[src/rtl/instruction_fetch_unit_pkg.sv]
// Shared types and constants for the instruction fetch unit and its fetch buffer.
package instruction_fetch_unit_pkg;

    localparam int          INST_WIDTH           = 32;
    localparam int          PC_WIDTH             = 32;
    localparam logic [31:0] PC_STEP              = 32'd4;
    localparam logic [31:0] DEFAULT_RESET_VECTOR = 32'h0000_0000;

    // IDLE is a single settling cycle after reset, HALT is only left through reset.
    typedef enum logic [1:0] {
        ST_IDLE  = 2'd0,
        ST_FETCH = 2'd1,
        ST_HALT  = 2'd2
    } fetch_state_e;

    // One fetch buffer entry: the fetch address and the word memory returned for it.
    typedef struct packed {
        logic [PC_WIDTH-1:0]   pc;
        logic [INST_WIDTH-1:0] inst;
    } fetch_entry_t;

    // Instruction addresses must be word aligned.
    function automatic logic isAligned(input logic [PC_WIDTH-1:0] addr);
        return (addr[1:0] == 2'b00);
    endfunction

endpackage

[src/rtl/instruction_fetch_unit_fetch_buffer.sv]
// Two-entry in-order fetch buffer. The head entry sits in its own register so
// the decode-side outputs stay stable until the entry is popped.
module fetch_buffer
    import instruction_fetch_unit_pkg::*;
(
    input  logic         clk_i,
    input  logic         rst_ni,
    input  logic         push_i,
    input  logic         pop_i,
    input  logic         flush_i,
    input  fetch_entry_t entry_i,
    output logic [1:0]   count_o,
    output logic         valid_o,
    output fetch_entry_t head_o
);

    fetch_entry_t head_q;
    fetch_entry_t tail_q;
    logic [1:0]   count_q;
    logic         doPush;
    logic         doPop;

    // The buffer protects itself against popping when empty or pushing when full
    // without a simultaneous pop.
    assign doPop  = pop_i && (count_q != 2'd0);
    assign doPush = push_i && ((count_q != 2'd2) || doPop);

    // Shift-style storage: a pop moves the tail into the head, a push fills the
    // first free slot; flush only clears the occupancy count.
    always_ff @(posedge clk_i or negedge rst_ni) begin
        if (!rst_ni) begin
            head_q  <= '0;
            tail_q  <= '0;
            count_q <= 2'd0;
        end else if (flush_i) begin
            count_q <= 2'd0;
        end else begin
            case ({doPush, doPop})
                2'b10: begin
                    if (count_q == 2'd0) begin
                        head_q <= entry_i;
                    end else begin
                        tail_q <= entry_i;
                    end
                    count_q <= count_q + 2'd1;
                end
                2'b01: begin
                    head_q  <= tail_q;
                    count_q <= count_q - 2'd1;
                end
                2'b11: begin
                    if (count_q == 2'd2) begin
                        head_q <= tail_q;
                        tail_q <= entry_i;
                    end else begin
                        head_q <= entry_i;
                    end
                end
                default: begin
                end
            endcase
        end
    end

    assign count_o = count_q;
    assign valid_o = (count_q != 2'd0);
    assign head_o  = head_q;

endmodule

[src/rtl/instruction_fetch_unit.sv]
// Instruction fetch unit: walks the PC through instruction memory, queues
// fetched words for decode in a two-entry buffer, and handles redirects.
// A misaligned redirect parks the unit in HALT until reset.
module instruction_fetch_unit
    import instruction_fetch_unit_pkg::*;
#(
    parameter logic [31:0] RESET_VECTOR = DEFAULT_RESET_VECTOR
)
(
    input  logic                  CLK,
    input  logic                  RESET,
    output logic [PC_WIDTH-1:0]   PC,
    input  logic [INST_WIDTH-1:0] INST_CODE,
    input  logic                  REDIRECT_VALID,
    input  logic [PC_WIDTH-1:0]   REDIRECT_PC,
    input  logic                  DEC_READY,
    output logic                  DEC_VALID,
    output logic [INST_WIDTH-1:0] DEC_INST,
    output logic [PC_WIDTH-1:0]   DEC_PC,
    output logic                  MISALIGN
);

    fetch_state_e          state_q;
    fetch_state_e          state_d;
    logic [PC_WIDTH-1:0]   pc_q;
    logic [PC_WIDTH-1:0]   pc_d;
    logic                  misalign_q;
    logic                  misalign_d;

    logic                  push;
    logic                  pop;
    logic                  flush;
    logic [1:0]            bufCount;
    logic                  bufValid;
    fetch_entry_t          bufHead;
    fetch_entry_t          pushEntry;

    assign pushEntry = {pc_q, INST_CODE};

    // Next-state decode: a redirect outranks push and pop, otherwise fetch
    // whenever the buffer has, or is about to have, a free slot.
    always_comb begin
        state_d    = state_q;
        pc_d       = pc_q;
        misalign_d = misalign_q;
        push       = 1'b0;
        flush      = 1'b0;
        pop        = bufValid && DEC_READY;
        case (state_q)
            ST_IDLE: begin
                if (REDIRECT_VALID) begin
                    flush = 1'b1;
                    pop   = 1'b0;
                    if (isAligned(REDIRECT_PC)) begin
                        pc_d    = REDIRECT_PC;
                        state_d = ST_FETCH;
                    end else begin
                        misalign_d = 1'b1;
                        state_d    = ST_HALT;
                    end
                end else begin
                    state_d = ST_FETCH;
                end
            end
            ST_FETCH: begin
                if (REDIRECT_VALID) begin
                    flush = 1'b1;
                    pop   = 1'b0;
                    if (isAligned(REDIRECT_PC)) begin
                        pc_d = REDIRECT_PC;
                    end else begin
                        misalign_d = 1'b1;
                        state_d    = ST_HALT;
                    end
                end else if ((bufCount != 2'd2) || pop) begin
                    push = 1'b1;
                    pc_d = pc_q + PC_STEP;
                end
            end
            ST_HALT: begin
                pop = 1'b0;
            end
            default: begin
                state_d = ST_HALT;
            end
        endcase
    end

    // Control state, fetch address and the sticky misalign flag.
    always_ff @(posedge CLK or negedge RESET) begin
        if (!RESET) begin
            state_q    <= ST_IDLE;
            pc_q       <= RESET_VECTOR;
            misalign_q <= 1'b0;
        end else begin
            state_q    <= state_d;
            pc_q       <= pc_d;
            misalign_q <= misalign_d;
        end
    end

    fetch_buffer u_fetch_buffer (
        .clk_i   (CLK),
        .rst_ni  (RESET),
        .push_i  (push),
        .pop_i   (pop),
        .flush_i (flush),
        .entry_i (pushEntry),
        .count_o (bufCount),
        .valid_o (bufValid),
        .head_o  (bufHead)
    );

    assign PC        = pc_q;
    assign DEC_VALID = bufValid;
    assign DEC_INST  = bufHead.inst;
    assign DEC_PC    = bufHead.pc;
    assign MISALIGN  = misalign_q;

endmodule

[config.mk]
export PLATFORM = sky130hd
export DESIGN_NAME = instruction_fetch_unit
export DESIGN_NICKNAME = d
export VERILOG_FILES = /design/src/rtl/instruction_fetch_unit_pkg.sv /design/src/rtl/instruction_fetch_unit_fetch_buffer.sv /design/src/rtl/instruction_fetch_unit.sv
export SDC_FILE = /design/constraint.sdc
export NUM_CORES = 1
export LEC_CHECK = 0
export ABC_AREA = 1
export BUFFER_PORTS_ARGS = -buffer_cell sky130_fd_sc_hd__buf_2
export CAP_MARGIN = 15
export CORE_MARGIN = 1
export CORE_UTILIZATION = 49
export DETAILED_ROUTE_END_ITERATION = 10
export PLACE_DENSITY = 0.76
export SLEW_MARGIN = 20
export SYNTH_ARGS = -nofsm -noshare
export SYNTH_HDL_FRONTEND = slang
export SYNTH_SLANG_ARGS = --single-unit
[constraint.sdc]
create_clock -name CLK -period 2.6 [get_ports CLK]
set_clock_uncertainty 0.05 [all_clocks]
set_input_delay 0 -clock CLK [delete_from_list [all_inputs] [get_ports CLK]]
set_output_delay 0 -clock CLK [all_outputs]
set_load 0.02 [all_outputs]
# Word level (Yosys, flattened, before mapping)
# Index checks and enable logic that the tools add are counted.
[totals]
regBits = 165
latch_bits = 0
mem_bits_rw = 0
mem_bits_ro = 0
in_bits = 68
memories = 0
[classes]
addsub = 3
mul = 0
div = 0
magnitude_cmp = 0
n_eq_ne = 14
n_shift = 0
mux = 25
bitwise = 3
n_reduce_logical = 19
[ops]
columns = ["op", "n"]
rows = [
  ["two-way mux 64 bit", 4],
  ["case mux 64 bit (3 select lines)", 1],
  ["two-way mux 32 bit", 4],
  ["case mux 64 bit (2 select lines)", 1],
  ["case mux 32 bit (2 select lines)", 1],
  ["adder 32 x 3 -> 32 bit, second input constant", 1],
  ["AND reduction 3 bit", 4],
  ["two-way mux 2 bit", 5],
  ["!= test 2 bit, second input constant", 5],
  ["== test 2 bit, second input constant", 4],
  ["zero test 2 bit", 3],
  ["two-way mux 1 bit", 6],
  ["case mux 2 bit (3 select lines)", 1],
  ["nonzero test 2 bit", 3],
  ["nonzero test 3 bit", 2],
  ["== test 2 x 1 -> 1 bit, second input constant", 2],
  ["!= test 2 x 1 -> 1 bit, second input constant", 2],
  ["case mux 2 bit (2 select lines)", 1],
  ["AND reduction 4 bit", 1],
  ["logical AND 1 bit", 3],
  ["!= test 3 bit, second input constant", 1],
  ["inverter 1 bit", 3],
  ["adder 2 x 1 -> 2 bit, second input constant", 1],
  ["logical OR 1 bit", 2],
  ["3 further kinds", 3],
]

# Logic depth before layout (Yosys ltp)
# Gate-level depths: netlist of the first run.
[depth]
ltp_word = 10
depth_mapped = 11
depth_no_buf = 10

# Modules after synthesis
# A second synthesis of the first run with hierarchy kept.
[hier_totals]
hier_cells = 1253
area_unflattened_um2 = 9719.3
[modules_own_cells]
columns = ["module", "instances", "cells_each", "area_each_um2", "seq_area_each_um2"]
rows = [
  ["fetch_buffer", 1, 780, 6831.6, 3253.1],
  ["instruction_fetch_unit", 1, 473, 2887.8, 875.8],
]

# Worst setup path before layout of the first run
# Ideal clock, no wire load.
[synth_timing]
kind = "register -> register"
startpoint = "register pc_q[2] (netlist: PC[2])"
endpoint = "register pc_q[28] (netlist: PC[28])"
arrival_time_ps = 1696
required_time_ps = 2433
setup_slack_ps = 737
path_stages_with_launch = 11
n_path_buf = 0
period_less_slack_ps = 1863
cell_sequence = "dfrtp_1 ha_1 nand2_1 nor2_1 nand2_1 nor2_1 nand2_1 nand2_1 nand3_1 nand2_1 nand2_1"
[synth_between]
elab_chain_cells = 4
[synth_lines]
columns = ["item", "line_no", "text"]
rows = [
  ["from (decl)", "instruction_fetch_unit.sv:25", "logic [PC_WIDTH-1:0] pc_q;"],
  ["from (signal assigned)", "instruction_fetch_unit.sv:97", "pc_q <= pc_d;"],
  ["adder 32 x 3 -> 32 bit", "instruction_fetch_unit.sv:77", "pc_d = pc_q + PC_STEP;"],
  ["two-way mux 32 bit", "instruction_fetch_unit.sv:75", "end else if ((bufCount != 2'd2) || pop) begin"],
  ["two-way mux 32 bit", "instruction_fetch_unit.sv:66", "if (REDIRECT_VALID) begin"],
  ["case mux 32 bit (2 select lines)", "instruction_fetch_unit.sv:49", "case (state_q)"],
]
# Every way passes these cells. The select of a mux whose other input is x is not followed.
# A chain may end at the register's enable or synchronous reset.

# Worst setup path after layout of the first run
[layout_timing]
startpoint = "register u_fetch_buffer.count_q[1] (netlist: u_fetch_buffer.count_o[1])"
endpoint = "register u_fetch_buffer.head_q (netlist bit u_fetch_buffer.head_o[59])"
[layout_between]
elab_chain_cells = 10
[layout_lines]
columns = ["item", "line_no", "text"]
rows = [
  ["from (decl)", "instruction_fetch_unit_fetch_buffer.sv:19", "logic [1:0] count_q;"],
  ["from (signal assigned)", "instruction_fetch_unit_fetch_buffer.sv:45", "count_q <= count_q + 2'd1;"],
  ["from (signal assigned)", "instruction_fetch_unit_fetch_buffer.sv:49", "count_q <= count_q - 2'd1;"],
  ["nonzero test 2 bit", "instruction_fetch_unit_fetch_buffer.sv:25, instruction_fetch_unit_fetch_buffer.sv:66", ""],
  ["logical AND 1 bit", "instruction_fetch_unit.sv:48", "pop = bufValid && DEC_READY;"],
  ["two-way mux 1 bit / logical OR 1 bit (equally long branches)", "instruction_fetch_unit.sv:51, instruction_fetch_unit.sv:66, instruction_fetch_unit.sv:75", ""],
  ["case mux 1 bit (2 select lines) / two-way mux 1 bit (equally long branches)", "instruction_fetch_unit.sv:49, instruction_fetch_unit.sv:75", ""],
  ["logical AND 1 bit / two-way mux 1 bit (equally long branches)", "instruction_fetch_unit_fetch_buffer.sv:25, instruction_fetch_unit.sv:66", ""],
  ["logical OR 1 bit / two-way mux 1 bit (equally long branches)", "instruction_fetch_unit_fetch_buffer.sv:26, instruction_fetch_unit.sv:49", ""],
  ["logical AND 1 bit", "instruction_fetch_unit_fetch_buffer.sv:26", "assign doPush = push_i && ((count_q != 2'd2) || doPop);"],
  ["== test 2 bit / == test 2 x 1 -> 1 bit (equally long branches)", "instruction_fetch_unit_fetch_buffer.sv:38", "case ({doPush, doPop})"],
  ["!= test 2 x 1 -> 1 bit (no source line) / nonzero test 3 bit (equally long branches)", "--", ""],
  ["AND reduction 3 bit (no source line)", "--", ""],
  ["to (signal assigned)", "instruction_fetch_unit_fetch_buffer.sv:41", "head_q <= entry_i;"],
  ["to (signal assigned)", "instruction_fetch_unit_fetch_buffer.sv:48", "head_q <= tail_q;"],
  ["to (signal assigned)", "instruction_fetch_unit_fetch_buffer.sv:53", "head_q <= tail_q;"],
  ["to (decl)", "instruction_fetch_unit_fetch_buffer.sv:17", "fetch_entry_t head_q;"],
]
# Several ways; a longest one is shown, not always the timed one.

==> impl_metrics.ini, run 1 <==
[status]
status = finished clean

[grt]
grt_overflow = 0
grt_pass1_wl_um = 39700
grtUsageTotal = 0.283
antenna_found_initial = 0
first_global_vias = 7973
grt_max_degree = 97

[critical_path]
crit_top_cell = nor2_4
arrival_ps = 2660
cp-start-kind = flip-flop
path_delay_family = simple AND/OR/NAND/NOR gates
worst_setup_path_end_kind = flip-flop
r2r_slack_ps = 250
worstPathMaxFanout = 34
cp.buffers_inverters = 2
path_cells = inv_1 > nor2_4 > nor2_4 > nor2_4 > buf_4 > o21ai_0 > o21ai_1
worst_path_max_delay_cell = nor2_4
cpPeakStageDelay_ps = 650
critPathKind = flip-flop to flip-flop
cp_data_required_time_ps = 2910

[place]
dp_hpwl_um = 15500
pre_cts_ws_ps = 323
port_buffers = 165
routabilityCongestion = 0.907

[timing]
rsz0062_at_grt = no
final_max_slew_viol_count = 0
setup_slack_ps = 251
period_needed_ps = 2350
max_freq_mhz = 426
relSlewSlack = 0.458
tns_ps = 0
layout_worst_path_cycle_share = 0.903
hold_violations = 0
worst_pin_slew_ps = 812
setup_violations = 0

[clock_tree]
htreeDepth = 4
clock_latency_ps = 440
cts_buffer_depth = 2
path_clk_slew_ps = 70
cts_tree = built
numCtsBuffers = 17
postCtsSetupBuffers = 0
numClockSinks = 165
root_buffer = clkbuf_16

[final_layout]
diodes = 0
finalNetCount = 1401
fin_util = 0.634
drive_gt1_frac = 0.182
fillers = 1431
syn_to_final_growth_pct = 25.0

[power]
power_w = 0.00700
peakVddDrop_mv = 0.479
p_per_area_nw_per_um2 = 662
p_leak_nw = 5.48

[routing]
drt_wl_total_um = 24300
postRouteAntennaNets = 0
route.vias.total = 8378
remaining_drc_errors = 0
drt-pass1-iter-count = 6
drt-vias-per-instance = 5.35
wl_per_cell_um = 15.5
drt_iter0_markers = 721

[synth]
synth-main-ff-cell = dfrtp_1
synth_top_area_frac = 0.488
syn_inst = 1129
syn_area_per_cell_um2 = 7.50
synth_cell_type_count = 33
yosys-top-cells-count = nand2_1, dfrtp_1, nor2_1
yosys_register_bits = 165
yosysSeqAreaShare = 0.488
synth_area_leader_cell = dfrtp_1
syn_area_um2 = 8460
yosysWarnings = 0
synth-edff-count = 0
async_reset_ff_frac = 1.00
synth_area_leaders = dfrtp_1, nand2_1, nand3_1, nor2_1, o21ai_0
synthMostInstantiatedCell = nand2_1
syn_nets = 1198

[die]
ios = 166
dieHeight_um = 133
fp-row-count = 47
die_w_um = 133
start_util = 0.507
dieArea_um2 = 17800
core-area_um2 = 16700

[min_path]
worst_hold_path_type = input pin to asynchronous set/reset pin

[flow_run]
drv_cap = 0
-- through the flow --
stage / cells / hold slack [ps] / instance area (um^2)
after global placement: 1469 / -10.3 / 9360
after detailed placement: 1469 / -12.7 / 9360
after global routing: 1565 / 129 / 10600
final: 1565 / 85.6 / 10600
after floorplan: 1129 / -346 / 8460
after CTS: 1565 / 99.9 / 10600
-- cell usage in the layout (no fill, tap or decap), types with 3 or more instances in the layout --
cell type and n:
nor3_1 5, inv_6 6, buf_2 164, a31oi_1 32
nor2_4 4, a21oi_1 5, clkbuf_16 17, inv_2 5
nand3_1 97, clkinv_4 5, o211ai_1 6, buf_4 16
dfrtp_1 165, o21ai_1 31, nand3_2 10, nor2_1 128
o21ai_0 90, dlygate4sd3_1 64, nor2_2 3, inv_1 57
nand2_2 4, nand2_1 407
-- layer usage --
| layer | up-vias | track usage | share of wire |
|---|---|---|---|
| li1 | 4062 | - | - |
| met1 | 3922 | 0.379 | 0.43 |
| met2 | 366 | 0.475 | 0.49 |
| met3 | 28 | 0.0483 | 0.067 |
| met4 | 0 | 0.0751 | 0.013 |
| met5 | - | 0 | 0 |
-- what timing repair did --
item	CTS	global route
gates resized for setup	0	1
endpoints found under the setup margin	0	32
hold buffers	64	0
endpoints found under the hold margin	162	0
-- power breakdown --
group / total (W) / internal (W) / switching, W / leakage, nW
clock: 0.00248 / 0.00137 / 0.00111 / 0.282
sequential: 0.00318 / 0.00284 / 0.000339 / 2.20
combinational: 0.00134 / 0.000502 / 0.000842 / 3.00
-- worst paths after layout --
path                                      startpoint                   endpoint  cells past startpoint
setup / recovery           u_fetch_buffer.count_o[1]  u_fetch_buffer.head_o[59]                      7
hold / removal                                 RESET   u_fetch_buffer.head_o[0]                      2
setup reg to reg           u_fetch_buffer.count_o[1]  u_fetch_buffer.head_o[59]                      7
hold reg to reg            u_fetch_buffer.tail_q[14]  u_fetch_buffer.tail_q[14]                      2
max in group asynchronous                      RESET  u_fetch_buffer.tail_q[22]                      3
min in group CLK                      REDIRECT_PC[1]                   MISALIGN                      4
-- cell type report --
| class | count | area (um^2) | area share |
|---|---|---|---|
| flip-flops and latches | 165 | 4130 | 0.390 |
| repair buffers | 247 | 1630 | 0.154 |
| well taps | 220 | 275 | 0.0260 |
| multi-input cells | 837 | 3720 | 0.351 |
| clock inverters | 13 | 136 | 0.0129 |
| clock buffers | 19 | 443 | 0.0418 |
| inverters | 64 | 249 | 0.0235 |
-- sequential cells by signal (all words and copies together) (netlist names) --
| name | count |
|---|---|
| PC | 32 |
| state_q | 2 |
| u_fetch_buffer.tail_q | 64 |
| u_fetch_buffer.count_o | 2 |
| MISALIGN | 1 |
| u_fetch_buffer.head_o | 64 |
-- cell families after synthesis --
logic type / count (synthesis) / synth area share
compound gates: 171 / 0.111
xor+xnor: 1 / 0.00103
fa+ha+maj: 1 / 0.00148
buf+inv: 127 / 0.0732
flops: 165 / 0.488
simple gates: 664 / 0.326
(Power assumes the default switching activity.)
==> run 2, diff against run 1 <==
--- a/config.mk
+++ b/config.mk
@@ -12,6 +12,7 @@
 export CORE_UTILIZATION = 49
 export DETAILED_ROUTE_END_ITERATION = 10
 export PLACE_DENSITY = 0.76
+export REMOVE_ABC_BUFFERS = 1
 export SLEW_MARGIN = 20
 export SYNTH_ARGS = -nofsm -noshare
 export SYNTH_HDL_FRONTEND = slang
==> run 2 against run 1 <==
  * First-iteration DRC count shrank 14%
  * Total power shrank 0.62%
  * Final cell count shrank 0.19%
  * Die area is the same
  * Critical path type unchanged
  * Critical endpoint is now u_fetch_buffer.head_o[28]
  * Highest routed layer unchanged
==> impl_metrics.ini, run 2 (synthesized netlist as in run 1, its figures left out) <==
[status]
status = finished clean

[min_path]
worst_hold_path_type = input pin to flip-flop

[final_layout]
layout_commonest_cell = nand2_1
finalNetCount = 1398
multiInputGateArea_um2 = 3720
drive_gt1_frac = 0.180
layout.cells.non_filler = 1562
final_cell_mix = nand2_1, dfrtp_1, buf_2, nor2_1, nand3_1
fillers = 1511
fin_area_um2 = 10600
syn_to_final_growth_pct = 24.9
ff_latch_area_um2 = 4130
diodes = 0

[place]
placed_cells = 1467
port_buffers = 165
routabilityCongestion = 0.891
dp_hpwl_um = 14600
place_area_um2 = 9380

[grt]
grtUsageTotal = 0.274
antenna_found_initial = 0
grt_overflow = 0
grt_max_degree = 97
first_global_vias = 7803
grt_pass1_wl_um = 39000

[power]
peakVddDrop_mv = 0.497
power_w = 0.00696
p_per_area_nw_per_um2 = 658
p_leak_nw = 5.47

[clock_tree]
root_buffer = clkbuf_16
numCtsBuffers = 17
ctsResizeCount = 0
htreeDepth = 4
postCtsSetupBuffers = 0
path_clk_slew_ps = 70
cts_buffer_depth = 2
cts_tree = built
ctsHoldBuffers = 63
numClockSinks = 165
clock_latency_ps = 430

[routing]
drt-pass1-iter-count = 5
drt-vias-per-instance = 5.25
postRouteAntennaNets = 0
route.vias.total = 8193
drt_iter0_markers = 617
wl_per_cell_um = 14.8
drt_wl_total_um = 23100
remaining_drc_errors = 0

[die]
fp-row-count = 47
core-area_um2 = 16700
dieArea_um2 = 17800
dieHeight_um = 133
start_util = 0.507
die_w_um = 133
ios = 166

[critical_path]
r2r_slack_ps = 370
cp-start-kind = flip-flop
arrival_ps = 2520
worstPathMaxFanout = 64
reg2reg_to = u_fetch_buffer.head_o[28]
r2r_start = state_q[1]
critPathKind = flip-flop to flip-flop
cp_data_required_time_ps = 2890
ff2ff_path_depth = 8
crit_path_start = state_q[1]
endpoint = u_fetch_buffer.head_o[28]
worst_setup_path_end_kind = flip-flop

[flow_run]
drv_cap = 0

[timing]
relSlewSlack = 0.467
worst_pin_slew_ps = 799
rsz0062_at_grt = no
layout_worst_path_cycle_share = 0.859
final_max_slew_viol_count = 0
setup_violations = 0
period_needed_ps = 2230
hold_violations = 0
tns_ps = 0
max_freq_mhz = 448
[run 2: through the flow]
| step | hold slack (ps) | setup WS [ps] | util |
|---|---|---|---|
| floorplan | -346 | -509 | - |
| global placement | -89.0 | 463 | 0.561 |
| detailed placement | -85.1 | 384 | 0.561 |
| CTS | 0.0280 | 341 | 0.633 |
| global route | 36.2 | 201 | 0.633 |
| finish | 28.9 | 366 | 0.633 |
[run 2: worst min path at each step]
stage | startpoint | to | slack [ps] | depth (start not counted)
6_report | REDIRECT_PC[19] | PC[19] | 30 | 7
3_3_place_gp | RESET | u_fetch_buffer.tail_q[7] | -90 | 1
5_1_grt | REDIRECT_PC[19] | PC[19] | 40 | 7
4_1_cts | REDIRECT_PC[19] | PC[19] | 0.03 | 7
2_1_floorplan | RESET | MISALIGN | -350 | 0
3_5_place_dp | RESET | u_fetch_buffer.head_o[7] | -90 | 1
[run 2: layout make-up]
cell class | instances | area share
Timing Repair Buffer | 244 | 0.154
Multi-Input combinational cell | 837 | 0.352
Tap cell | 220 | 0.0260
Inverter | 64 | 0.0232
Clock buffer | 20 | 0.0413
Clock inverter | 12 | 0.0122
Sequential cell | 165 | 0.391
[run 2: report_power, final]
part	internal [W]	total, W	switching [W]
logic	0.000507	0.00136	0.000849
registers	0.00284	0.00315	0.000311
clock network	0.00141	0.00245	0.00104
[run 2: critical path, stage by stage, from the launching register on]
cell and delay (ps):
dfrtp_1 420, nor2_2 180, nand2_4 220, nor2_4 210
inv_2 50, nand2_2 90, buf_4 570, nand2_1 100
a31oi_1 180
[run 2: metal layers]
metal	wire (um)	global-route usage	vias up
met5	0	0	-
met2	10900	0.451	301
li1	-	-	4030
met4	401	0.0960	0
met1	10500	0.374	3834
met3	1310	0.0361	28
